==> config.mk <==
export PLATFORM = sky130hd
export DESIGN_NAME = mac_share_sched
export DESIGN_NICKNAME = d
export VERILOG_FILES = /design/src/rtl/mac_share_sched_pkg.sv /design/src/rtl/rr_arbiter.sv /design/src/rtl/mac_share_sched.sv
export SDC_FILE = /design/constraint.sdc
export NUM_CORES = 1
export LEC_CHECK = 0
export CORE_AREA = 5 5 94 96
export DETAILED_ROUTE_END_ITERATION = 6
export DIE_AREA = 0 0 99 101
export DONT_BUFFER_PORTS = 1
export GPL_ROUTABILITY_DRIVEN = 0
export SLEW_MARGIN = 20
export SYNTH_ARGS = -nofsm -noshare
export SYNTH_HDL_FRONTEND = slang
export SYNTH_SLANG_ARGS = --single-unit
==> constraint.sdc <==
create_clock -name clock0 -period 2.5 [get_ports clock0]
set_input_delay 0.375 -clock clock0 [delete_from_list [all_inputs] [get_ports clock0]]
set_output_delay 0.375 -clock clock0 [all_outputs]
set_load 0.02 [all_outputs]
==> src/rtl/mac_share_sched_pkg.sv <==
// Shared types for the multiplier-sharing scheduler.
//   state_e : scheduler control states
//   tag_t   : one tag-pipeline entry {valid, originating requester id}
package mac_share_sched_pkg;

    // Wide enough for the largest supported requester count (8).
    localparam int unsigned TAG_ID_W = 3;

    typedef enum logic [1:0] {
        ST_IDLE  = 2'd0,
        ST_RUN   = 2'd1,
        ST_DRAIN = 2'd2
    } state_e;

    typedef struct packed {
        logic                valid;
        logic [TAG_ID_W-1:0] id;
    } tag_t;

endpackage

==> src/rtl/rr_arbiter.sv <==
// Round-robin arbiter: the search starts at i_ptr and the first requesting
// index (wrapping) wins.
//   i_req      : request vector
//   i_ptr      : highest-priority index for this cycle
//   o_grant    : one-hot grant (zero when nothing requests)
//   o_grant_id : index of the granted requester
//   o_any      : at least one request present
module rr_arbiter #(
    parameter  int unsigned NUM_REQ = 4,
    localparam int unsigned ID_W    = $clog2(NUM_REQ)
) (
    input  logic [NUM_REQ-1:0] i_req,
    input  logic [ID_W-1:0]    i_ptr,
    output logic [NUM_REQ-1:0] o_grant,
    output logic [ID_W-1:0]    o_grant_id,
    output logic               o_any
);

    logic [2*NUM_REQ-1:0] w_req2;
    logic [NUM_REQ-1:0]   w_rot;

    // Rotate so that bit 0 of w_rot is requester i_ptr.
    assign w_req2 = {i_req, i_req};
    assign w_rot  = NUM_REQ'(w_req2 >> i_ptr);

    // Priority pick on the rotated vector, then map back to a real index.
    always_comb begin
        o_any      = 1'b0;
        o_grant_id = '0;
        o_grant    = '0;
        for (int unsigned k = 0; k < NUM_REQ; k++) begin
            if (!o_any && w_rot[k]) begin
                o_any      = 1'b1;
                o_grant_id = ID_W'((32'(i_ptr) + k) % NUM_REQ);
            end
        end
        if (o_any) begin
            o_grant[o_grant_id] = 1'b1;
        end
    end

endmodule

==> src/rtl/mac_share_sched.sv <==
// Shares one pipelined multiplier between NUM_REQ requesters. Operands are
// issued combinationally to the granted requester, a {valid,id} tag follows
// each operation through PIPE_LAT stages, and the whole pipe freezes while a
// response is back-pressured.
//   clock0/aclr0_n           : clock, async active-low reset
//   req_valid/ready/data/sign: per-requester operand handshake
//   flush/flush_done         : stop issuing, pulse once drained
//   mult_*                   : shared multiplier operands, stage enable, result
//   rsp_valid/ready/id/result: response handshake
//   busy                     : anything in flight or not idle
module mac_share_sched #(
    parameter int unsigned NUM_REQ      = 4,
    parameter int unsigned WIDTH_A      = 16,
    parameter int unsigned WIDTH_B      = 16,
    parameter int unsigned WIDTH_RESULT = 32,
    parameter int unsigned PIPE_LAT     = 3
) (
    input  logic                         clock0,
    input  logic                         aclr0_n,
    input  logic [NUM_REQ-1:0]           req_valid,
    output logic [NUM_REQ-1:0]           req_ready,
    input  logic [WIDTH_A*NUM_REQ-1:0]   req_dataa,
    input  logic [WIDTH_B*NUM_REQ-1:0]   req_datab,
    input  logic [2*NUM_REQ-1:0]         req_sign,
    input  logic                         flush,
    output logic                         flush_done,
    output logic [WIDTH_A-1:0]           mult_dataa,
    output logic [WIDTH_B-1:0]           mult_datab,
    output logic                         mult_signa,
    output logic                         mult_signb,
    output logic                         mult_ena,
    input  logic [WIDTH_RESULT-1:0]      mult_result,
    output logic                         rsp_valid,
    input  logic                         rsp_ready,
    output logic [$clog2(NUM_REQ)-1:0]   rsp_id,
    output logic [WIDTH_RESULT-1:0]      rsp_result,
    output logic                         busy
);
    import mac_share_sched_pkg::*;

    localparam int unsigned ID_W = $clog2(NUM_REQ);

    state_e                   r_state;
    state_e                   w_state_nxt;
    logic [ID_W-1:0]          r_rr_ptr;
    tag_t [PIPE_LAT-1:0]      r_tag;
    tag_t [PIPE_LAT-1:0]      w_tag_nxt;

    logic [NUM_REQ-1:0]       w_grant;
    logic [ID_W-1:0]          w_grant_id;
    logic                     w_any;
    logic                     w_stall;
    logic                     w_issue;
    logic                     w_tag_any;
    logic                     w_tag_upper;
    logic                     w_tag_keep;
    logic [1:0]               w_sign_sel;

    rr_arbiter #(.NUM_REQ(NUM_REQ)) u_arb (
        .i_req      (req_valid),
        .i_ptr      (r_rr_ptr),
        .o_grant    (w_grant),
        .o_grant_id (w_grant_id),
        .o_any      (w_any)
    );

    // Response side comes straight off the last tag stage.
    assign rsp_valid  = r_tag[PIPE_LAT-1].valid;
    assign rsp_id     = ID_W'(r_tag[PIPE_LAT-1].id);
    assign rsp_result = mult_result;

    assign w_stall  = rsp_valid & ~rsp_ready;
    assign mult_ena = ~w_stall;

    // w_tag_upper: any valid that would remain after one shift (all but last).
    always_comb begin
        w_tag_any   = 1'b0;
        w_tag_upper = 1'b0;
        for (int unsigned i = 0; i < PIPE_LAT; i++) begin
            w_tag_any = w_tag_any | r_tag[i].valid;
            if (i + 1 < PIPE_LAT) begin
                w_tag_upper = w_tag_upper | r_tag[i].valid;
            end
        end
    end

    // Pipe non-empty after this edge, assuming nothing is issued.
    assign w_tag_keep = w_stall ? w_tag_any : w_tag_upper;

    // Control FSM next-state / issue decision.
    always_comb begin
        w_state_nxt = r_state;
        w_issue     = 1'b0;
        flush_done  = 1'b0;
        unique case (r_state)
            ST_IDLE: begin
                if (flush) begin
                    w_state_nxt = ST_DRAIN;
                end else if (|req_valid) begin
                    w_state_nxt = ST_RUN;
                end
            end
            ST_RUN: begin
                if (flush) begin
                    w_state_nxt = ST_DRAIN;
                end else begin
                    w_issue = w_any & ~w_stall;
                    if (!w_issue && !w_tag_keep) begin
                        w_state_nxt = ST_IDLE;
                    end
                end
            end
            ST_DRAIN: begin
                if (!w_tag_any) begin
                    flush_done  = 1'b1;
                    w_state_nxt = ST_IDLE;
                end
            end
            default: w_state_nxt = ST_IDLE;
        endcase
    end

    assign req_ready = w_issue ? w_grant : '0;
    assign busy      = (r_state != ST_IDLE) | w_tag_any;

    // Operand mux: granted slice on issue, zero otherwise.
    always_comb begin
        mult_dataa = '0;
        mult_datab = '0;
        w_sign_sel = 2'b00;
        for (int unsigned i = 0; i < NUM_REQ; i++) begin
            if (w_issue && w_grant[i]) begin
                mult_dataa = req_dataa[i*WIDTH_A +: WIDTH_A];
                mult_datab = req_datab[i*WIDTH_B +: WIDTH_B];
                w_sign_sel = req_sign[2*i +: 2];
            end
        end
        mult_signa = w_sign_sel[0];
        mult_signb = w_sign_sel[1];
    end

    // Tag shift, gated by the same enable as the multiplier stages.
    always_comb begin
        w_tag_nxt = r_tag;
        if (mult_ena) begin
            w_tag_nxt[0].valid = w_issue;
            w_tag_nxt[0].id    = TAG_ID_W'(w_grant_id);
            for (int unsigned i = 1; i < PIPE_LAT; i++) begin
                w_tag_nxt[i] = r_tag[i-1];
            end
        end
    end

    // State, pointer and tag registers.
    always_ff @(posedge clock0 or negedge aclr0_n) begin
        if (!aclr0_n) begin
            r_state  <= ST_IDLE;
            r_rr_ptr <= '0;
            r_tag    <= '0;
        end else begin
            r_state <= w_state_nxt;
            r_tag   <= w_tag_nxt;
            if (w_issue) begin
                r_rr_ptr <= (w_grant_id == ID_W'(NUM_REQ - 1)) ? '0
                                                               : w_grant_id + ID_W'(1);
            end
        end
    end

endmodule
==> results.py <==
metrics = {
    "run_status": {
        "status": "complete, but fails checks",
        "failed_checks": "negative setup slack",
    },
    "power_and_ir_drop": {
        "seqPwrFrac_pct": 12.9,
        "pwr-share-comb_pct": 80.6,
        "p_int_mw": 1.50,
        "p_clk_share_pct": 6.5,
        "switching_share_pct": 49.6,
        "irDropWorstVdd_mv": 0.470,
        "power-per-cell-area_mw_per_mm2": 1000,
        "leakagePower_nw": 1.30,
        "switchingPower_mw": 1.47,
    },
    "critical_path": {
        "worst_setup_path_start_kind": "flop",
        "r2r_start": "rsp_valid",
        "cp-end-kind": "output port",
        "critPathMaxStageDelay_ns": 0.44,
        "r2r_end": "r_rr_ptr[0]",
        "reg2reg_depth": 5,
        "worstSetupStartpoint": "r_rr_ptr[1]",
        "worstPathArrival_ns": 2.34,
        "r2r_slack_ns": 0.75,
        "crit_chain": "mux2_4 -> o221ai_4 -> inv_2 -> ha_4 -> buf_12 -> and3b_1 -> o221ai_1 -> a21oi_2",
        "crit_fanout": 29,
        "path_class": "flop to output port",
        "slowest_stage": "dfrtp_2",
        "crit_required_ns": 2.12,
    },
    "cts": {
        "clock_path_buffers": 2,
        "cts_sinks": 13,
        "clk_pin_slew_worst_paths_ns": 0.06,
        "cts_inserted_buffers": 3,
        "cts_tree": "yes",
        "htree_levels": 1,
        "insertion_delay_ns": 0.25,
        "cts_root_buf": "clkbuf_8",
    },
    "logic_synthesis": {
        "synth_cell_types": 36,
        "synth-edff-count": 0,
        "synthesis.instances": 313,
        "yosysMostFrequentCell": "nand2_1",
        "synthAdderAreaFrac_pct": 2.13,
        "synth_commonest_cells": "nand2_1, buf_4, a21o_1, and3b_1, o221ai_1",
        "synth.avg_cell_area_um2": 7.52,
        "yosysSeqAreaShare_pct": 13.8,
        "muxShareOfSynthArea_pct": 1.60,
        "synth_ff_type": "dfrtp_1",
        "synth_top_area_share_pct": 13.8,
        "synthSimpleGateAreaFrac_pct": 26.3,
        "synthesis.area_mm2": 0.00235,
        "synth_top_family_by_area": "compound AO/OA/AOI/OAI gates",
        "yosys_register_bits": 13,
        "async_flop_share_pct": 100,
        "synth_area_leaders": "dfrtp_1, and3b_1, o221ai_1",
        "yosysWarnings": 0,
        "synth-xor-area-share_pct": 0,
        "yosysTopAreaCell": "dfrtp_1",
        "synthesis.nets": 493,
        "synth_compound_area_share_pct": 36.6,
    },
    "detailed_routing": {
        "first_iter_violations": 69,
        "wl_mm": 9.24,
        "vias": 2371,
        "dr.pass1.iters": 4,
        "viasPerCell": 6.02,
        "detail_route.wl_per_cell_um": 23.4,
        "drc_errors": 0,
        "ant_nets": 0,
    },
    "layout": {
        "ff_latch_area_um2": 327,
        "multiInputGateArea_mm2": 0.00198,
        "fillers": 801,
        "syn_to_final_growth_pct": 26.0,
        "antenna_cells": 0,
        "nNetsFinal": 470,
        "drive_gt1_share_pct": 39.4,
    },
    "sta": {
        "min_period_ns": 2.72,
        "skew_ns": 0.00307,
        "relSlewSlack_pct": 57.1,
        "worst_pin_slew_ns": 0.642,
        "worst_slack_ns": -0.216,
        "setup_viol": 35,
        "whs_ns": 0.297,
        "finalCritPeriodShare_pct": 109,
        "timing.fmax_ghz": 0.368,
        "slew_violations": 0,
        "hold_viol": 0,
        "rsz0062_at_grt": "true",
    },
    "die": {
        "core_mm2": 0.00797,
        "ioPinCount": 252,
        "die_area_mm2": 0.0100,
        "dieWidth_um": 99,
        "num_rows": 33,
        "fp.dieH_um": 101,
        "initial_utilization_pct": 29.5,
    },
    "global_route": {
        "grt_usage_pct": 16.0,
        "antenna_found_initial": 0,
        "grt_pass1_vias": 2422,
        "grt-ovfl-total": 0,
        "grt_pass1_wl_mm": 13.0,
        "grt_max_degree": 35,
    },
    "min_path": {
        "hold-path-endpoint": "r_state[1]",
        "hp-class": "input port to flop",
        "hp-start": "flush",
        "min_path_cells": 2,
    },
    "placed_design": {
        "place_ws_ns": -0.0364,
        "io_buffers": 0,
        "hpwl_mm": 6.78,
    },
    "flow_run": {
        "maxCapViolCount": 0,
    },
}
==> placed cells by master (no fill, tap or decap), types with 3 or more instances in the layout <==
cell type,n
a21o_1,34
a21oi_2,22
a21oi_4,13
and3b_1,33
buf_12,8
buf_4,15
buf_6,11
clkbuf_8,3
dfrtp_1,12
ha_4,4
inv_1,6
nand2_1,52
nor2_1,7
o21ai_0,3
o221ai_1,12
o221ai_2,21
==> worst max-delay path, delay by kind of cell (launching register included) <==
family	cells	cell delay, ns
compound gates	3	0.65
fa+ha+maj	1	0.20
buf+inv	2	0.26
flops	1	0.44
mux	1	0.32
simple gates	1	0.22
==> cells by family after synthesis <==
kind of cell    after synthesis
simple gates                103
compound gates              116
buf+inv                      74
flops                        13
fa+ha+maj                     4
mux                           3
==> layout make-up <==
cell class	count	share of cell area [%]
tap	105	4.43
sequential	13	11.0
timing repair buffer	36	14.6
multi-input combinational	226	67.0
clock buffer	4	1.52
inverter	10	1.48
==> timing repair <==
item / 4_1_cts / 5_1_grt
cloned: 1 / 1
setup buffers: 2 / 0
endpoints found under the hold margin: 13 / 0
pin swaps: 17 / 17
endpoints found under the setup margin: 34 / 37
hold buffers: 1 / 0
gates resized for setup: 50 / 23
==> flip-flops by register name, summed over array words and instances, names as in the netlist <==
name       cells
rsp_id         2
r_state        2
r_tag          6
r_rr_ptr       2
rsp_valid      1
==> worst max path at each step <==
| stage | slack [ns] | end | depth (start not counted) |
|---|---|---|---|
| 2_1_floorplan | 0.01 | mult_dataa[0] | 10 |
| 3_3_place_gp | 0.03 | mult_datab[13] | 8 |
| 3_5_place_dp | -0.04 | mult_datab[2] | 8 |
| 4_1_cts | -0.19 | mult_dataa[12] | 8 |
| 5_1_grt | -0.30 | mult_dataa[6] | 9 |
| 6_report | -0.22 | mult_dataa[8] | 8 |
==> per-layer routing <==
metal / GRT usage (%) / wire [um] / vias to the layer above
met5: 0 / 0 / -
met4: 3.36 / 139 / 0
met3: 4.98 / 863 / 18
met2: 28.5 / 4760 / 161
met1: 19.0 / 3470 / 1128
li1: - / - / 1064
==> metrics by stage <==
step / utilization, % / TNS, ns / total power [mW] / instance area [um2] / std cells
final: 37.2 / -5.36 / 2.97 / 2960 / 394
after global routing: 37.2 / -8.95 / 3.18 / 2960 / 394
after CTS: 35.4 / -6.00 / 2.82 / 2820 / 393
after detailed placement: 30.9 / -0.101 / 2.25 / 2460 / 385
after global placement: 30.9 / 0 / 2.18 / 2460 / 385
after floorplan: - / 0 / 1.86 / 2440 / 313
==> power by group through the flow <==
stage                     Sequential, mW  Clock (mW)  Combinational, mW
after detailed placement           0.389           0               1.86
final                              0.385       0.193               2.39
after global routing               0.398       0.206               2.58
after global placement             0.381           0               1.80
after floorplan                    0.338           0               1.53
after CTS                          0.384       0.195               2.24
Note: power is estimated with default switching activity, not from simulation.
